$ cat src/rtl/alu_multicycle.sv
// alu_multicycle: clocked ALU with the classic 8-bit opcode map and 7-bit Flags.
// Logic/add/sub/shift ops finish in one cycle. MUL (shift-add) and DIV/MOD
// (restoring) run WIDTH iterations.
// Handshake: start is accepted only while the FSM is IDLE. busy is high from the
// cycle after acceptance until done. done is a one-cycle pulse, and
// operation_result/Flags are valid from that cycle and held until the next done.
// Optional feature: define ALU_WIDE_RESULT_EN to add the result_hi port.
// fsm_state_o exposes the control state for observation.
module alu_multicycle #(
   parameter int WIDTH = 8,
   parameter int SEL_W = 8
) (
   input  logic             clk,
   input  logic             reset,
   input  logic             start,
   input  logic [SEL_W-1:0] ALU_sel,
   input  logic [WIDTH-1:0] operand1,
   input  logic [WIDTH-1:0] operand2,
   output logic             busy,
   output logic             done,
   output logic [WIDTH-1:0] operation_result,
   output logic [6:0]       Flags,
`ifdef ALU_WIDE_RESULT_EN
   output logic [WIDTH-1:0] result_hi,
`endif
   output logic [1:0]       fsm_state_o
);

   localparam int CW = $clog2(WIDTH);
   localparam logic [SEL_W-1:0] OP_ADD  = SEL_W'(8'h01);
   localparam logic [SEL_W-1:0] OP_SUB  = SEL_W'(8'h02);
   localparam logic [SEL_W-1:0] OP_MUL  = SEL_W'(8'h03);
   localparam logic [SEL_W-1:0] OP_DIV  = SEL_W'(8'h04);
   localparam logic [SEL_W-1:0] OP_INC  = SEL_W'(8'h05);
   localparam logic [SEL_W-1:0] OP_DEC  = SEL_W'(8'h06);
   localparam logic [SEL_W-1:0] OP_MOD  = SEL_W'(8'h07);
   localparam logic [SEL_W-1:0] OP_SHL  = SEL_W'(8'h08);
   localparam logic [SEL_W-1:0] OP_SHR  = SEL_W'(8'h09);
   localparam logic [SEL_W-1:0] OP_AND  = SEL_W'(8'h0A);
   localparam logic [SEL_W-1:0] OP_NAND = SEL_W'(8'h0B);
   localparam logic [SEL_W-1:0] OP_NOR  = SEL_W'(8'h0D);
   localparam logic [SEL_W-1:0] OP_NOT  = SEL_W'(8'h0E);
   localparam logic [SEL_W-1:0] OP_OR   = SEL_W'(8'h0F);
   localparam logic [SEL_W-1:0] OP_XNOR = SEL_W'(8'h10);
   localparam logic [SEL_W-1:0] OP_XOR  = SEL_W'(8'h11);
   localparam logic [WIDTH-1:0] MAX_POS = {1'b0, {(WIDTH-1){1'b1}}};
   localparam logic [WIDTH-1:0] MIN_NEG = {1'b1, {(WIDTH-1){1'b0}}};

   typedef enum logic [1:0] {S_IDLE = 2'd0, S_EXEC = 2'd1, S_DONE = 2'd2} state_t;

   state_t           state_q, state_d;
   logic [SEL_W-1:0] sel_q;
   logic [WIDTH-1:0] a_q, b_q, hi_q, lo_q, hi_d, lo_d;
   logic [CW-1:0]    cnt_q;
   logic             accept, iter_op, last_iter;
   logic [WIDTH:0]   mul_sum, rem_sh, rem_sub;
   logic [WIDTH:0]   add_w, sub_w;
   logic [WIDTH-1:0] res_d, res_q;
   logic [6:0]       flags_d, flags_q;
   logic             c_d, ov_d, dir_d, done_q;

   assign accept    = (state_q == S_IDLE) && start;
   assign iter_op   = (ALU_sel == OP_MUL) ||
                      (((ALU_sel == OP_DIV) || (ALU_sel == OP_MOD)) && (operand2 != '0));
   assign last_iter = (cnt_q == CW'(WIDTH - 1));

   // State register
   always_ff @(posedge clk or posedge reset) begin
      if (reset) state_q <= S_IDLE;
      else       state_q <= state_d;
   end

   // Next-state logic: iterative ops go through EXEC, everything else straight to DONE
   always_comb begin
      state_d = state_q;
      case (state_q)
         S_IDLE: if (start) state_d = iter_op ? S_EXEC : S_DONE;
         S_EXEC: if (last_iter) state_d = S_DONE;
         S_DONE: state_d = S_IDLE;
         default: state_d = S_IDLE;
      endcase
   end

   // One MUL/DIV step: hi:lo holds partial product, or remainder:quotient
   always_comb begin
      mul_sum = {1'b0, hi_q} + (lo_q[0] ? {1'b0, b_q} : '0);
      rem_sh  = {hi_q, lo_q[WIDTH-1]};
      rem_sub = rem_sh - {1'b0, b_q};
      hi_d    = hi_q;
      lo_d    = lo_q;
      if (sel_q == OP_MUL) begin
         hi_d = mul_sum[WIDTH:1];
         lo_d = {mul_sum[0], lo_q[WIDTH-1:1]};
      end else if (rem_sh >= {1'b0, b_q}) begin
         hi_d = rem_sub[WIDTH-1:0];
         lo_d = {lo_q[WIDTH-2:0], 1'b1};
      end else begin
         hi_d = rem_sh[WIDTH-1:0];
         lo_d = {lo_q[WIDTH-2:0], 1'b0};
      end
   end

   // Operand latch at acceptance and iteration datapath
   always_ff @(posedge clk or posedge reset) begin
      if (reset) begin
         sel_q <= '0; a_q <= '0; b_q <= '0; cnt_q <= '0; hi_q <= '0; lo_q <= '0;
      end else if (accept) begin
         sel_q <= ALU_sel; a_q <= operand1; b_q <= operand2;
         cnt_q <= '0; hi_q <= '0; lo_q <= operand1;
      end else if (state_q == S_EXEC) begin
         if (!last_iter) cnt_q <= cnt_q + CW'(1);
         hi_q <= hi_d;
         lo_q <= lo_d;
      end
   end

   // Output logic: busy flag plus result/flag computation from latched operands
   always_comb begin
      busy  = (state_q != S_IDLE);
      add_w = {1'b0, a_q} + {1'b0, b_q};
      sub_w = {1'b0, a_q} - {1'b0, b_q};
      res_d = '0;
      c_d   = 1'b0;
      ov_d  = 1'b0;
      dir_d = 1'b0;
      case (sel_q)
         OP_ADD: begin
            res_d = add_w[WIDTH-1:0];
            c_d   = add_w[WIDTH];
            ov_d  = (a_q[WIDTH-1] == b_q[WIDTH-1]) && (add_w[WIDTH-1] != a_q[WIDTH-1]);
         end
         OP_SUB: begin
            res_d = sub_w[WIDTH-1:0];
            c_d   = sub_w[WIDTH];
            ov_d  = (a_q[WIDTH-1] != b_q[WIDTH-1]) && (sub_w[WIDTH-1] != a_q[WIDTH-1]);
         end
         OP_MUL: begin
            res_d = lo_q;
            ov_d  = (hi_q != '0);
         end
         OP_DIV: begin
            res_d = (b_q == '0) ? '1 : lo_q;
            ov_d  = (b_q == '0);
         end
         OP_MOD: begin
            res_d = (b_q == '0) ? a_q : hi_q;
            ov_d  = (b_q == '0);
         end
         OP_INC: begin
            res_d = a_q + WIDTH'(1);
            c_d   = (a_q == '1);
            ov_d  = (a_q == MAX_POS);
         end
         OP_DEC: begin
            res_d = a_q - WIDTH'(1);
            c_d   = (a_q == '0);
            ov_d  = (a_q == MIN_NEG);
         end
         OP_SHL: begin
            res_d = {a_q[WIDTH-2:0], 1'b0};
            c_d   = a_q[WIDTH-1];
            ov_d  = a_q[WIDTH-1] ^ a_q[WIDTH-2];
            dir_d = 1'b1;
         end
         OP_SHR: begin
            res_d = {1'b0, a_q[WIDTH-1:1]};
            c_d   = a_q[0];
         end
         OP_AND:  res_d = a_q & b_q;
         OP_NAND: res_d = ~(a_q & b_q);
         OP_NOR:  res_d = ~(a_q | b_q);
         OP_NOT:  res_d = ~a_q;
         OP_OR:   res_d = a_q | b_q;
         OP_XNOR: res_d = ~(a_q ^ b_q);
         OP_XOR:  res_d = a_q ^ b_q;
         default: res_d = '0;
      endcase
      flags_d = {ov_d, dir_d, 1'b0, ~^res_d, res_d[WIDTH-1], c_d, (res_d == '0)};
   end

   // Result registers: load and pulse done on the DONE -> IDLE edge
   always_ff @(posedge clk or posedge reset) begin
      if (reset) begin
         done_q  <= 1'b0;
         res_q   <= '0;
         flags_q <= '0;
      end else begin
         done_q <= (state_q == S_DONE);
         if (state_q == S_DONE) begin
            res_q   <= res_d;
            flags_q <= flags_d;
         end
      end
   end

`ifdef ALU_WIDE_RESULT_EN
   logic [WIDTH-1:0] rhi_d, rhi_q;

   // Second result half: MUL high product, DIV remainder, MOD quotient
   always_comb begin
      case (sel_q)
         OP_MUL:  rhi_d = hi_q;
         OP_DIV:  rhi_d = (b_q == '0) ? a_q : hi_q;
         OP_MOD:  rhi_d = (b_q == '0) ? '1 : lo_q;
         default: rhi_d = '0;
      endcase
   end

   // Second result half register, updated together with done
   always_ff @(posedge clk or posedge reset) begin
      if (reset)                   rhi_q <= '0;
      else if (state_q == S_DONE)  rhi_q <= rhi_d;
   end

   assign result_hi = rhi_q;
`endif

   assign done             = done_q;
   assign operation_result = res_q;
   assign Flags            = flags_q;
   assign fsm_state_o      = state_q;

endmodule
$ cat config.mk
export PLATFORM = sky130hd
export DESIGN_NAME = alu_multicycle
export DESIGN_NICKNAME = d
export VERILOG_FILES = /design/src/rtl/alu_multicycle.sv
export SDC_FILE = /design/constraint.sdc
export NUM_CORES = 1
export LEC_CHECK = 0
export ABC_AREA = 0
export BUFFER_PORTS_ARGS = -buffer_cell sky130_fd_sc_hd__buf_2
export CORE_ASPECT_RATIO = 1.2
export CORE_MARGIN = 2
export CORE_UTILIZATION = 40
export CTS_CLUSTER_SIZE = 14
export DETAILED_ROUTE_END_ITERATION = 10
export PLACE_DENSITY = 0.53
export SLEW_MARGIN = 15
export SYNTH_ARGS = -nofsm -noshare
export SYNTH_HDL_FRONTEND = slang
export SYNTH_SLANG_ARGS = --single-unit
$ cat constraint.sdc
create_clock -name clk -period 10.1 [get_ports clk]
set_clock_uncertainty 0.05 [all_clocks]
set_input_delay 2.02 -clock clk [delete_from_list [all_inputs] [get_ports clk]]
set_output_delay 2.02 -clock clk [all_outputs]
set_load 0.01 [all_outputs]
==> summary.md <==
| Metric | Value |
|---|---|
| GRT Total Usage | `between 20 and 30%` |
| Global-route wire length before repair | `33700 um` |
| Share of layout cells above drive strength 1 | `11.8%` |
| Yosys top cell area share | `25.5%` |
| YS warnings | `0` |
| Hold path depth | `2` |
| Die extent in x | `between 100 and 150 um` |
| # H-tree levels | `3` |
| Pin count of the biggest net entering global routing | `60` |
| Seq/Total Area, Yosys | `about a quarter` |
| Initial antenna violation count | `0` |
| Hold Path Class | `flip-flop to flip-flop` |
| Hold Fails Final Rpt | `0` |
| Relative slew slack | `roughly a third` |
| FMAX | `~240 MHz` |
| Port Buffers | `between 40 and 50` |
| Synth Register Bits | `59` |
| Most common cell after layout, fill and taps aside | `nand2_1` |
| Non-Filler Instances | `about 940` |
| Fillcell total | `about 1500` |
| Wire length on met2 | `around 11000 um` |
| Setup Buffers After CTS | `0` |
| Post-Syn Instances | `between 700 and 800` |
| Chip height | `about 140 um` |
| MaxCap Viol Count | `0` |
| Hold Startpoint | `Flags[5]` |
| CP max-delay cell | `dfrtp_1` |
| Failing checks | `DRC` |
| Layout area overhead | `9.82%` |
| WP data arrival | `4370 ps` |
| Final worst slack | `just under 6000 ps` |
| CTS tree | `built` |
| RR Endpoint | `Flags[3]` |
| Top sig layer | `met4` |
| Top FF cell, synth | `dfrtp_1` |
| Syn Nets | `slightly above 800` |
| Total CTS buffers | `9` |
| Residual DRC | `1` |
| Core ar. | `~14000 um^2` |
| RSZ-0062 raised after global routing | `no` |
| Die area | `15500 um^2` |
| Total routed wirelength | `around 22000 um` |
| DP Area | `6080 um^2` |
| Post-DP HPWL | `17100 um` |
| Starting Density | `around two fifths` |
| Placer Congestion | `0.949` |
| Synth area leader | `dfrtp_1` |
| Worst-path cell chain | `nor4_4 > nand2_1 > nor2_1 > ha_1 > a21oi_1 > nand2_1 > xnor2_1 > a221oi_1 > a21oi_1 > nor4_2 > ha_1 > xor2_1 > xnor2_1 > o21ai_0` |
| Largest cells by area after synthesis | `dfrtp_1 25%, ha_1 12%, nand2_1 6.7%` |
| CP Max Fanout | `11` |
| DR vias/cell | `6.11` |
| Crit path capture type | `flip-flop` |
| Vias in the first global route | `5623` |
| Power Total | `roughly 1.1 mW` |
| Via Count | `between 5000 and 6000` |
| Clock-pin slew on the worst setup and hold paths | `60 ps` |
| Most frequent cells in the layout | `103 x nand2_1, 64 x o21ai_0, 59 x dfrtp_1` |
| Total clock sinks | `59` |
| Final Max Slew Viols | `0` |
| CP Class | `flip-flop to flip-flop` |
| Met3 WL | `1450 um` |
| Routed length on met1 | `8850 um` |
| Initial DRT Pass Iterations | `8` |
| Final setup vio count | `0` |
| Layout Nets | `around 840` |
| # IOs | `46` |
| Worst setup SP type | `flip-flop` |
| Post-route ant nets | `0` |
| Worst reg-to-reg setup slack | `around 5900 ps` |
| Status | `complete, but fails checks` |
| Final core utilization | `44.5%` |
| Period utilization | `42.0%` |
| Pre-CTS WS | `a little under 6000 ps` |
| FFs w/ async S/R, synth | `100%` |
| Maximum vdd drop | `~85 uV` |
| Hold Buf Count CTS | `0` |
| Power Density | `around 170 nW/um^2` |
| CTS Buffer Depth | `2` |
| Hold slack | `422 ps` |
| 1st-iter DRT viols | `461` |
| Netlist Area Pre-Place | `5800 um^2` |
| Post-cts repair resize count | `0` |
| Per-cell routed wire length | `about 24 um` |
| Worst reg2reg startpoint | `sel_q[4]` |
| Required @ worst endpoint | `about 10000 ps` |
| FF-to-FF path depth | `14` |
| Crit-path max cell delay | `around 520 ps` |
| Placed insts | `about 920` |
| Root Driver | `clkbuf_16` |
| Post-route cell area | `6360 um^2` |
| GRT Residual Overflow | `0` |
| Sequential Area | `around 1500 um^2` |
| Post-synth EDFFs | `0` |
| Measured slew at the worst slew-check pin | `1010 ps` |
| Clock Latency Late Sink | `between 300 and 400 ps` |
| Row count | `48` |
| WHS Endpoint | `Flags[5]` |
| Multi-input logic area | `3990 um^2` |
| P_leak | `about 2.9 nW` |
| Mapped Avg Cell Area | `~8 um^2` |
| Fin Setup TNS | `0 ps` |
| ANT cells | `0` |
| Yosys cell types | `roughly 80` |
| Period minus WS final | `around 4200 ps` |
## worst max path at each step
stage	slack, ps	start	end	cells past startpoint
2_1_floorplan	6460	sel_q[4]	Flags[3]	15
3_3_place_gp	6010	sel_q[4]	Flags[3]	14
3_5_place_dp	5860	sel_q[4]	Flags[3]	14
4_1_cts	5840	sel_q[4]	Flags[3]	14
5_1_grt	5370	sel_q[4]	Flags[3]	14
6_report	5860	sel_q[4]	Flags[3]	14
## cell type report
cell class | instances | share of cell area (%)
Multi-Input combinational cell | 604 | 62.7
Sequential cell | 59 | 23.2
Timing Repair Buffer | 50 | 4.17
Clock buffer | 10 | 3.75
Tap cell | 175 | 3.44
Inverter | 34 | 2.01
Clock inverter | 6 | 0.767
## where the power goes
part / internal, mW / switching [mW]
Clock: 0.175 / 0.130
Combinational: 0.171 / 0.294
Sequential: 0.271 / 0.0606
Total: 0.617 / 0.484
## state kept, by name, summed over array words and instances, names as in the netlist
signal	cells
sel_q	8
fsm_state_o	2
done	1
hi_q	8
Flags	6
cnt_q	3
lo_q	8
a_q	8
operation_result	7
b_q	8
## cell usage after synthesis, types with 15 or more instances
| cell type | count |
|---|---|
| nor3_1 | 15 |
| inv_1 | 34 |
| o21ai_0 | 64 |
| xnor2_1 | 18 |
| ha_1 | 54 |
| nor2_1 | 55 |
| a22oi_1 | 15 |
| a21oi_1 | 58 |
| dfrtp_1 | 59 |
| clkbuf_1 | 28 |
| nand3_1 | 18 |
| nand2_1 | 103 |
## worst max-delay path: cells and delay by family (launching register included)
family | cells | cell delay (ps)
simple gates | 5 | 1670
flops | 1 | 520
compound gates | 4 | 660
xor+xnor | 3 | 460
fa+ha+maj | 2 | 710
## cells by family after synthesis
group                      after synthesis  synth area share [%]
adders and majority gates               59                  13.4
muxes                                   14                  2.46
DFF                                     59                  25.5
xor gates and xnor gates                31                  4.68
AOI/OAI and AO/OA                      230                  25.2
buffers and inverters                   78                  5.70
and+or+nand+nor                        269                  23.1
other                                    1                0.0647
## metal layers
layer / global-route usage [%] / up-vias
met3: 4.28 / 57
met1: 36.1 / 2729
met4: 17.9 / 0
met5: 0 / -
li1: - / 2713
met2: 49.6 / 236
Note: power is estimated with default switching activity, not from simulation.
